File: config.mk
export PLATFORM = sky130hd
export DESIGN_NAME = avalon_memory_arbiter
export DESIGN_NICKNAME = d
export VERILOG_FILES = /design/src/rtl/avalon_arb_pkg.sv /design/src/rtl/rr_arbiter.sv /design/src/rtl/avalon_memory_arbiter.sv
export SDC_FILE = /design/constraint.sdc
export NUM_CORES = 1
export LEC_CHECK = 0
export BUFFER_PORTS_ARGS = -buffer_cell sky130_fd_sc_hd__buf_4
export CORE_AREA = 2 2 112 114
export CTS_CLUSTER_DIAMETER = 50
export CTS_CLUSTER_SIZE = 14
export DETAILED_ROUTE_END_ITERATION = 8
export DIE_AREA = 0 0 114 116
export PLACE_DENSITY = 0.58
export SYNTH_ARGS = -nofsm -noshare
export SYNTH_HDL_FRONTEND = slang
export SYNTH_SLANG_ARGS = --single-unit
File: constraint.sdc
create_clock -name clk -period 4.43 [get_ports clk]
set_clock_uncertainty 0.05 [all_clocks]
set_input_delay 0.443 -clock clk [delete_from_list [all_inputs] [get_ports clk]]
set_output_delay 0.443 -clock clk [all_outputs]
set_load 0.05 [all_outputs]
File: src/rtl/avalon_arb_pkg.sv
// avalon_arb_pkg: shared types and the round-robin pick function for the memory arbiter
package avalon_arb_pkg;

    localparam int MAX_REQ     = 32;
    localparam int MAX_IDWIDTH = 5;

    typedef struct packed {
        logic                   valid;
        logic [MAX_IDWIDTH-1:0] id;
    } id_pipe_entry_t;

    function automatic logic [MAX_REQ-1:0] rr_pick(
        input logic [MAX_REQ-1:0]     active,
        input logic [MAX_IDWIDTH-1:0] ptr,
        input int                     n
    );
        logic [MAX_REQ-1:0] g;
        int idx;
        g = '0;
        for (int k = 0; k < MAX_REQ; k++) begin
            if (k < n) begin
                idx = int'(ptr) + k;
                if (idx >= n) idx = idx - n;
                if (g == '0 && active[idx[MAX_IDWIDTH-1:0]]) g[idx[MAX_IDWIDTH-1:0]] = 1'b1;
            end
        end
        return g;
    endfunction

endpackage

File: src/rtl/rr_arbiter.sv
// rr_arbiter: combinational round-robin grant with a registered priority pointer
module rr_arbiter
    import avalon_arb_pkg::*;
#(
    parameter int NUM_REQ = 4,
    parameter int IDWIDTH = $clog2(NUM_REQ)
) (
    input  logic               clk,
    input  logic               reset,
    input  logic [NUM_REQ-1:0] active,
    output logic [NUM_REQ-1:0] grant,
    output logic [IDWIDTH-1:0] grant_id,
    output logic               any_grant,
    output logic [IDWIDTH-1:0] ptr
);

    logic [MAX_REQ-1:0] pick;

    // Search from ptr upward with wrap; nothing is granted while reset is held
    always_comb begin
        pick      = rr_pick(MAX_REQ'(active), MAX_IDWIDTH'(ptr), NUM_REQ);
        grant     = reset ? '0 : pick[NUM_REQ-1:0];
        grant_id  = '0;
        for (int i = 0; i < NUM_REQ; i++)
            if (grant[i]) grant_id = IDWIDTH'(i);
        any_grant = |grant;
    end

    // Pointer moves just past the winner; explicit wrap keeps non-power-of-2 counts legal
    always_ff @(posedge clk or posedge reset) begin
        if (reset)
            ptr <= '0;
        else if (any_grant)
            ptr <= (grant_id == IDWIDTH'(NUM_REQ - 1)) ? '0 : grant_id + 1'b1;
    end

endmodule

File: src/rtl/avalon_memory_arbiter.sv
// avalon_memory_arbiter: round-robin sharing of one Avalon block-RAM adapter port
module avalon_memory_arbiter
    import avalon_arb_pkg::*;
#(
    parameter int NUM_REQ      = 4,
    parameter int BUSWIDTH     = 32,
    parameter int ADDRESSWIDTH = 8,
    parameter int LATENCY      = 1,
    parameter int IDWIDTH      = $clog2(NUM_REQ)
) (
    input  logic                            clk,
    input  logic                            reset,
    input  logic [NUM_REQ-1:0]              req_read,
    input  logic [NUM_REQ-1:0]              req_write,
    input  logic [NUM_REQ*ADDRESSWIDTH-1:0] req_address,
    input  logic [NUM_REQ*BUSWIDTH-1:0]     req_data_in,
    output logic [NUM_REQ-1:0]              req_waitrequest,
    output logic [NUM_REQ-1:0]              req_read_valid,
    output logic [BUSWIDTH-1:0]             req_data_out,
    output logic                            mem_read,
    output logic                            mem_write,
    output logic [ADDRESSWIDTH-1:0]         mem_address,
    output logic [BUSWIDTH-1:0]             mem_data_in,
    input  logic                            mem_read_valid,
    input  logic [BUSWIDTH-1:0]             mem_data_out,
    output logic                            protocol_error
);

    logic [NUM_REQ-1:0] active;
    logic [NUM_REQ-1:0] grant;
    logic [IDWIDTH-1:0] grant_id;
    logic [IDWIDTH-1:0] ptr;
    logic [IDWIDTH-1:0] sel;
    logic               any_grant;
    logic               both;
    id_pipe_entry_t     pipe [LATENCY];
    id_pipe_entry_t     tail;

    assign active = req_read | req_write;

    rr_arbiter #(
        .NUM_REQ (NUM_REQ),
        .IDWIDTH (IDWIDTH)
    ) u_arb (
        .clk       (clk),
        .reset     (reset),
        .active    (active),
        .grant     (grant),
        .grant_id  (grant_id),
        .any_grant (any_grant),
        .ptr       (ptr)
    );

    // Route the granted slice to the adapter; a simultaneous read+write issues only the write
    always_comb begin
        sel             = any_grant ? grant_id : ptr;
        mem_address     = req_address[sel*ADDRESSWIDTH +: ADDRESSWIDTH];
        mem_data_in     = req_data_in[sel*BUSWIDTH +: BUSWIDTH];
        both            = any_grant & req_read[grant_id] & req_write[grant_id];
        mem_write       = any_grant & req_write[grant_id];
        mem_read        = any_grant & req_read[grant_id] & ~req_write[grant_id];
        req_waitrequest = active & ~grant;
        tail            = pipe[LATENCY-1];
        req_read_valid  = tail.valid ? NUM_REQ'(1) << tail.id : '0;
        req_data_out    = mem_data_out;
    end

    // ID pipe tracks which requester owns each outstanding read; it never stalls
    always_ff @(posedge clk or posedge reset) begin
        if (reset) begin
            for (int i = 0; i < LATENCY; i++)
                pipe[i] <= '0;
        end else begin
            pipe[0] <= '{valid: mem_read, id: MAX_IDWIDTH'(grant_id)};
            for (int i = 1; i < LATENCY; i++)
                pipe[i] <= pipe[i-1];
        end
    end

    // Sticky error on an illegal read+write or a read_valid that disagrees with the pipe tail
    always_ff @(posedge clk or posedge reset) begin
        if (reset)
            protocol_error <= 1'b0;
        else if (both || (mem_read_valid != tail.valid))
            protocol_error <= 1'b1;
    end

endmodule

Word-level counts from Yosys, hierarchy flattened
Cells that the tools add are included.
Widths: inputs -> output; s select.
{ "totals": {"word_cells": 88, "output_inout_bits": 83, "reg_bits": 6, "in_bits": 203} }
{ "op_classes": {"shift": 3, "n_eq_ne": 2, "n_addsub": 8, "n_bitwise": 11, "magnitude_cmp": 13, "n_reduce_logical": 12, "muxes": 35} }
{ "op_table": {"columns": ["op", "n"], "rows": [
  ["$shiftx 128x8->32", 1],
  ["$ge 32x4->1 const B", 3],
  ["$logic_not 32->1", 3],
  ["$mux 32", 3],
  ["$or 32x32->32", 2],
  ["$shiftx 32x6->8", 1],
  ["$lt 5x6->1 const B", 4],
  ["$bmux 1 s5", 4],
  ["$demux 1 s5", 4],
  ["$ge 5x1->1 const B", 4],
  ["$mux 5", 4],
  ["$sub 5x4->5 const B", 3],
  ["$mux 4", 3],
  ["$mux 1", 11],
  ["$mux 2", 4],
  ["$or 4x4->4", 2],
  ["$logic_and 1x1->1", 7],
  ["$add 2x2->3 const B", 2],
  ["$and 1x1->1", 4],
  ["$and 4x4->4", 1],
  ["$bmux 1 s2", 2],
  ["$not 4->4", 1],
  ["$reduce_or 4->1", 1],
  ["$shl 1x2->4 const A", 1],
  ["9 further kinds", 9]
]} }

Logic depth before layout (Yosys ltp)
Gate-level depths: netlist (run 1).
{ "depth": {"depth_word": 25, "depth_mapped": 14, "ltp_nobuf": 12} }

Cells and area by module
From an unflattened synthesis (run 1), not the netlist that was laid out.
{ "hier_totals": {"cells_unflattened": 192, "hier_area_um2": 2270.9} }
{ "by_module_without_submodules": {"columns": ["mod", "cells_per_inst", "area_per_inst_um2", "n_inst", "seq_area_each_um2"], "rows": [
  ["avalon_memory_arbiter", 110, 1534.0, 1, 100.1],
  ["rr_arbiter", 82, 737.0, 1, 50.0]
]} }

Worst setup path after synthesis (run 1)
No wires, ideal clock.
{ "synth_timing": {"kind": "register to output", "start": "reg u_arb.ptr[0]", "end": "out mem_address[0]", "arrival_time_ns": 4.289, "t_required_ns": 3.937, "setup_slack_ns": -0.352, "n_path_buf": 2, "path_stages_with_launch": 14, "cell_sequence": "dfrtp_1 > inv_1 > ha_1 > nor4bb_2 > or4_1 > buf_2 > o31ai_4 > a311oi_4 > or4_4 > o211ai_2 > nand2_4 > a21oi_4 > buf_12 > mux4_2"} }
{ "synth_between": {"elab_chain_len": 22, "elab_cells_between_ends": 63, "cone_classes": "7 x add/sub; 12 x order compare; 1 x shift; 29 x mux; 3 x bitwise; 11 x reduce/logical"} }
{ "synth_rtl": {"columns": ["item", "line", "text"], "rows": [
  ["start, declared", "rr_arbiter.sv:14", "output logic [IDWIDTH-1:0] ptr"],
  ["start signal, assigned", "rr_arbiter.sv:34", "ptr <= (grant_id == IDWIDTH'(NUM_REQ - 1)) ? '0 : grant_id + 1'b1;"],
  ["branches (longest 15 deep; another with $ge 32x4->1)", null, null],
  ["$mux 4 *", "avalon_arb_pkg.sv:24", "if (g == '0 && active[idx[MAX_IDWIDTH-1:0]]) g[idx[MAX_IDWIDTH-1:0]] = 1'b1;"],
  ["$mux 4 *", "rr_arbiter.sv:22", "grant = reset ? '0 : pick[NUM_REQ-1:0];"],
  ["$mux 1", "rr_arbiter.sv:25", "if (grant[i]) grant_id = IDWIDTH'(i);"],
  ["$mux 2", "rr_arbiter.sv:25", null],
  ["$mux 2 *", "rr_arbiter.sv:25", null],
  ["net grant_id[0]", "avalon_memory_arbiter.sv:31", "logic [IDWIDTH-1:0] grant_id;"],
  ["$mux 2 *", "avalon_memory_arbiter.sv:56", "sel = any_grant ? grant_id : ptr;"],
  ["$shiftx 32x6->8 *", "avalon_memory_arbiter.sv:57", "mem_address = req_address[sel*ADDRESSWIDTH +: ADDRESSWIDTH];"],
  ["end, declared", "avalon_memory_arbiter.sv:22", "output logic [ADDRESSWIDTH-1:0] mem_address,"]
]} }
Mark *: on every way through the listed nets, which the timed path passes. The select of a mux whose other input is x is not followed.

Worst setup path in the final report (run 1)
{ "layout_timing": {"start": "reg u_arb.ptr[0]", "end": "out mem_data_in[18]"} }
{ "layout_between": {"elab_cells_between_ends": 63, "cone_classes": "7 x add/sub; 12 x order compare; 1 x shift; 29 x mux; 3 x bitwise; 11 x reduce/logical"} }
{ "layout_rtl": {"columns": ["item", "line", "text"], "rows": [
  ["branches (longest 15 deep; another with $ge 32x4->1)", null, null],
  ["$mux 4 *", "avalon_arb_pkg.sv:24", null],
  ["$mux 4 *", "rr_arbiter.sv:22", null],
  ["$mux 2", "rr_arbiter.sv:25", null],
  ["$mux 2 *", "rr_arbiter.sv:25", null],
  ["net grant_id[1]", "avalon_memory_arbiter.sv:31", null],
  ["$mux 2 *", "avalon_memory_arbiter.sv:56", null],
  ["$shiftx 128x8->32 *", "avalon_memory_arbiter.sv:58", "mem_data_in = req_data_in[sel*BUSWIDTH +: BUSWIDTH];"],
  ["end, declared", "avalon_memory_arbiter.sv:23", "output logic [BUSWIDTH-1:0] mem_data_in,"]
]} }
Marks and branches as above.

==> flow_metrics.py, run 1 <==
metrics = {
    "worst_setup_path": {
        "cp.arrival_ps": 4030,
        "r2r-start": "u_arb.ptr[0]",
        "r2r_cells": 13,
        "cp-start-kind": "register",
        "path_max_fanout": 9,
        "reg2reg_slack_ps": 870,
        "max_stage_delay_ps": 580,
        "crit_slowest_cell": "or4_4",
        "worstPathRequired_ps": 3940,
        "crit_chain": "inv_4 > ha_4 > nor4bb_4 > or4_4 > o31ai_4 > a311oi_4 > a21oi_2 > o2111ai_2 > a31oi_4 > nor2b_4 > a21oi_4 > buf_12 > buf_4 > mux4_2 > buf_6",
        "critical_path_class": "register to output pin",
        "end_kind": "output pin",
        "r2r_end": "protocol_error",
    },
    "die": {
        "pin_count": 286,
        "coreArea_sq_um": 11900,
        "die_h_um": 116,
        "dieWidth_um": 114,
        "die_area_sq_um": 13200,
        "initial_utilization_pct": 20.2,
        "num_rows": 40,
    },
    "logic_synthesis": {
        "syn_nets": 426,
        "synthCells": 215,
        "synth-edff-count": 0,
        "synth_area_sq_um": 2400,
        "async_flop_share_pct": 100,
        "ys_warn_count": 0,
        "synth-main-ff-cell": "dfrtp_1",
        "avgSynthCellArea_sq_um": 11.2,
        "synthTopCellsByCount": "43 x mux4_2, 33 x buf_4, 21 x nor2_1, 12 x nand2_1, 8 x ha_1",
        "ys_ff_latch": 6,
        "synthTopCellsByArea": "mux4_2 40%, buf_4 10%, dfrtp_1 6.2%",
        "synth.most_common_cell": "mux4_2",
        "yosysSeqAreaShare_pct": 6.25,
        "synth_top_area_share_pct": 40.3,
        "ys_types": 58,
        "yosys.area.top_type": "mux4_2",
    },
    "drt": {
        "via_per_inst": 5.01,
        "vias": 2953,
        "ant_nets": 0,
        "wirelength_um": 12900,
        "drc": 0,
        "wl_per_cell_um": 21.9,
        "drtIter0Drc": 226,
        "drt_pass1_iterations": 4,
    },
    "worst_hold_path": {
        "hold_path.class": "input port to asynchronous set/reset pin",
    },
    "sta": {
        "fmax_ghz": 0.221,
        "fin_hold_ws_ps": 187,
        "period_needed_ps": 4530,
        "slew_viol_final": 0,
        "finalHoldViolCount": 0,
        "layout_setup_ws_ps": -97.5,
        "setup_viol_count_final": 39,
        "fin_crit_sh_pct": 102,
        "rsz0062_at_grt": "yes",
        "slew_headroom_pct": 70.4,
        "tightest_slew_ps": 444,
    },
    "cells_and_area": {
        "antenna_cells": 0,
        "fin_cells": 590,
        "multi_input_area_sq_um": 1980,
        "nFillCells": 1162,
        "fin_area_sq_um": 4750,
        "fin_nets": 656,
        "ff_latch_area_sq_um": 153,
        "utilization_pct": 39.8,
        "area_delta_synth_final_pct": 97.4,
        "drive_gt1_share_pct": 79.2,
    },
    "placement": {
        "finalWeightedCongestion": 0.935,
        "dp.cells": 571,
        "placed_area_sq_um": 4190,
        "place.detailed.hpwl_um": 10900,
        "io_buffers": 221,
    },
    "global_route": {
        "grt_pass1_wl_um": 18400,
        "overflow": 0,
        "grt_max_degree": 15,
        "grt_pass1_vias": 3092,
        "antenna_found_initial": 0,
        "track_usage_pct": 18.4,
    },
    "clocking": {
        "cts_max_path_buffers": 2,
        "clkSinkCount": 6,
        "hold_buffers": 0,
        "cts_htree_levels": 1,
        "cts_made_buffers": 3,
        "cts_tree": "yes",
        "clk_latency_ps": 230,
        "clk_pin_slew_ps": 30,
        "cts_root_buf": "clkbuf_16",
    },
    "flow_run": {
        "drv_cap": 0,
    },
    "outcome": {
        "status": "finished with violations",
        "violations": "setup timing",
    },
}
cell families after synthesis:
logic type               Yosys count  synth area share, %
AND/OR/NAND/NOR                   70                 16.0
AO/OA/AOI/OAI                     31                 13.2
XOR/XNOR                           1                0.364
buffers and inverters             53                 17.8
multiplexers                      46                 42.3
flip-flops                         6                 6.25
adder cells (fa/ha/maj)            8                 4.16
flip-flops by register name, summed over array words and instances (netlist names):
signal	flops
pipe	3
protocol_error	1
u_arb.ptr	2
critical path: cells and delay by family, from the launching register on:
| kind | cells | cell delay (ps) |
|---|---|---|
| AOI/OAI and AO/OA | 6 | 1280 |
| adders and majority gates | 1 | 210 |
| buffers and inverters | 4 | 550 |
| DFF | 1 | 410 |
| muxes | 1 | 530 |
| and+or+nand+nor | 3 | 810 |
worst max path at each step:
| stage | from | end | slack, ps |
|---|---|---|---|
| after global routing | u_arb.ptr[1] | mem_address[4] | -240 |
| after CTS | u_arb.ptr[1] | mem_address[4] | -100 |
| final | u_arb.ptr[0] | mem_data_in[18] | -100 |
| after detailed placement | u_arb.ptr[1] | mem_data_in[18] | -70 |
| after global placement | u_arb.ptr[0] | mem_address[7] | -0.7 |
| after floorplan | u_arb.ptr[0] | mem_address[0] | 0.1 |
what timing repair did:
item,in CTS,in global routing
pin swaps,1,4
buffers inserted,6,8
cloned,2,0
endpoints found under the hold margin,0,0
setup endpoints to repair,41,41
gates resized for setup,54,12
per-layer routing:
metal	share of wire, %	GRT usage, %	up-vias
met3	11	6.64	22
met4	1.3	2.44	2
met2	48	31.6	191
met5	0.75	5.19	-
li1	-	-	1293
met1	39	22.3	1445
per-stage QoR:
stage                     worst slack [ps]  TNS, ps
final                                -97.5    -2120
after global routing                  -237    -7830
after CTS                             -102    -2240
after detailed placement             -67.4     -954
after global placement              -0.700   -0.700
after floorplan                      0.127        0
cells in the final DEF, fill, tap and decap left out, types with 3 or more instances in the layout:
master / netlist / final
mux4_2: 43 / 43
a21oi_1: 7 / 7
clkbuf_16: 0 / 3
nand2_1: 12 / 12
or2_1: 4 / 4
nor2_1: 21 / 20
nand3_1: 4 / 4
buf_8: 0 / 3
ha_1: 8 / 7
buf_12: 4 / 7
dfrtp_1: 6 / 4
buf_4: 33 / 220
buf_6: 0 / 38
inv_1: 7 / 6
nor3_1: 5 / 4
area by class of cell:
type / count / area share (%)
repair buffers: 270 / 49.0
multi-input cells: 156 / 41.7
well taps: 147 / 3.88
flip-flops and latches: 6 / 3.22
clock buffers: 3 / 1.58
inverters: 8 / 0.685
Power of run 1 is not shown: default switching activity piles up to over one toggle a cycle in this logic, so the estimate is an artifact.
==> run 2, diff against run 1 <==
Settings changed: GPL_TIMING_DRIVEN from default to 0.
==> flow_metrics.py, run 2 (synthesized netlist as in run 1, its figures left out) <==
metrics = {
    "worst_setup_path": {
        "critical_path_class": "register to output pin",
        "cp.arrival_ps": 4120,
        "crit_chain": "inv_6 > ha_4 > nor4_4 > or4_4 > o31ai_4 > a311oi_4 > or4_4 > o211ai_4 > nand2_4 > a21oi_4 > buf_12 > buf_12 > mux4_2 > buf_6",
        "r2r-start": "u_arb.ptr[0]",
        "max_stage_delay_ps": 610,
        "crit_slowest_cell": "or4_4",
        "startpoint": "u_arb.ptr[0]",
        "cp.buffers_inverters": 4,
        "cp-start-kind": "register",
        "path_max_fanout": 8,
        "worstPathRequired_ps": 3940,
        "end_kind": "output pin",
        "path_delay_family": "simple AND/OR/NAND/NOR gates",
    },
    "cells_and_area": {
        "largest_reg_flops": 3,
        "layout_commonest_cell": "buf_4",
        "area_delta_synth_final_pct": 116,
        "fin_nets": 706,
        "top_regs": "pipe x3, u_arb.ptr x2, protocol_error x1",
        "drive_gt1_share_pct": 81.8,
        "largest-register": "pipe",
        "final_cell_mix": "260 x buf_4, 43 x mux4_2, 42 x buf_6, 19 x nor2_1, 12 x nand2_1",
        "utilization_pct": 43.6,
        "multi_input_area_sq_um": 2010,
        "fin_area_sq_um": 5200,
        "ff_latch_area_sq_um": 153,
        "nFillCells": 1177,
    },
    "worst_hold_path": {
        "hold_path.class": "input port to asynchronous set/reset pin",
    },
    "drt": {
        "ant_nets": 0,
        "drc": 0,
        "wirelength_um": 13100,
        "vias": 3096,
        "wl_per_cell_um": 20.4,
        "via_per_inst": 4.81,
        "drt_pass1_iterations": 4,
        "drtIter0Drc": 186,
    },
    "sta": {
        "fin_crit_sh_pct": 104,
        "fmax_ghz": 0.217,
        "setup_viol_count_final": 41,
        "slew_headroom_pct": 59.3,
        "layout_setup_ws_ps": -179,
        "period_needed_ps": 4610,
        "tightest_slew_ps": 610,
        "slew_viol_final": 0,
        "rsz0062_at_grt": "yes",
        "fin_tns_setup_ps": -5790,
        "finalHoldViolCount": 0,
    },
    "die": {
        "die_h_um": 116,
        "die_area_sq_um": 13200,
        "pin_count": 286,
        "dieWidth_um": 114,
        "num_rows": 40,
        "initial_utilization_pct": 20.2,
        "coreArea_sq_um": 11900,
    },
    "clocking": {
        "cts_htree_levels": 1,
        "cts_made_buffers": 3,
        "clk_pin_slew_ps": 40,
        "cts_max_path_buffers": 2,
        "cts_root_buf": "clkbuf_16",
        "clk_latency_ps": 230,
        "clkSinkCount": 6,
        "cts_tree": "yes",
    },
    "placement": {
        "placed_area_sq_um": 4520,
        "io_buffers": 253,
        "finalWeightedCongestion": 0.888,
        "place.detailed.hpwl_um": 10700,
    },
    "global_route": {
        "grt_pass1_wl_um": 18200,
        "track_usage_pct": 18.0,
        "grt_pass1_vias": 3189,
        "grt_max_degree": 11,
        "antenna_found_initial": 5,
        "overflow": 0,
    },
    "outcome": {
        "violations": "setup timing",
        "status": "finished with violations",
    },
    "flow_run": {
        "drv_cap": 0,
    },
}
run 2: metrics by stage:
step                      hold slack [ps]  setup WS [ps]  cells
final                                 194           -179    643
after global routing                  207           -301    642
after CTS                             212           -228    634
after detailed placement              438           -677    615
after global placement                421           -622    615
after floorplan                       206          0.127    215
run 2: what timing repair did:
item | CTS | global route
hold buffers | 0 | 0
buffers inserted | 14 | 5
pin swaps | 8 | 10
cloned | 1 | 3
resized for setup | 62 | 18
setup endpoints to repair | 42 | 42
run 2: worst paths after layout:
kind,slack [ps],end,depth (start not counted)
setup / recovery,-180,mem_data_in[0],14
hold reg to reg,480,protocol_error,2
hold / removal,190,pipe[1],2
max in group asynchronous,3840,u_arb.ptr[0],2
setup reg to reg,660,protocol_error,16
min in group clk,480,protocol_error,2
run 2: layout make-up:
| class | instances | area share (%) |
|---|---|---|
| diodes | 2 | 0.0963 |
| plain buffers | 44 | 7.63 |
| clock buffers | 4 | 1.52 |
| inverters | 8 | 0.722 |
| multi-input cells | 156 | 38.7 |
| flip-flops and latches | 6 | 2.94 |
| well taps | 147 | 3.54 |
| repair buffers | 276 | 44.8 |
run 2: routing by layer:
metal | vias to the layer above | share of wire (%) | track usage, %
met5 | - | 0.31 | 0
met4 | 6 | 0.96 | 2.60
met3 | 18 | 11 | 5.81
met2 | 204 | 48 | 30.9
met1 | 1477 | 39 | 22.7
li1 | 1391 | - | -
Power of run 2 is left out for the same reason.
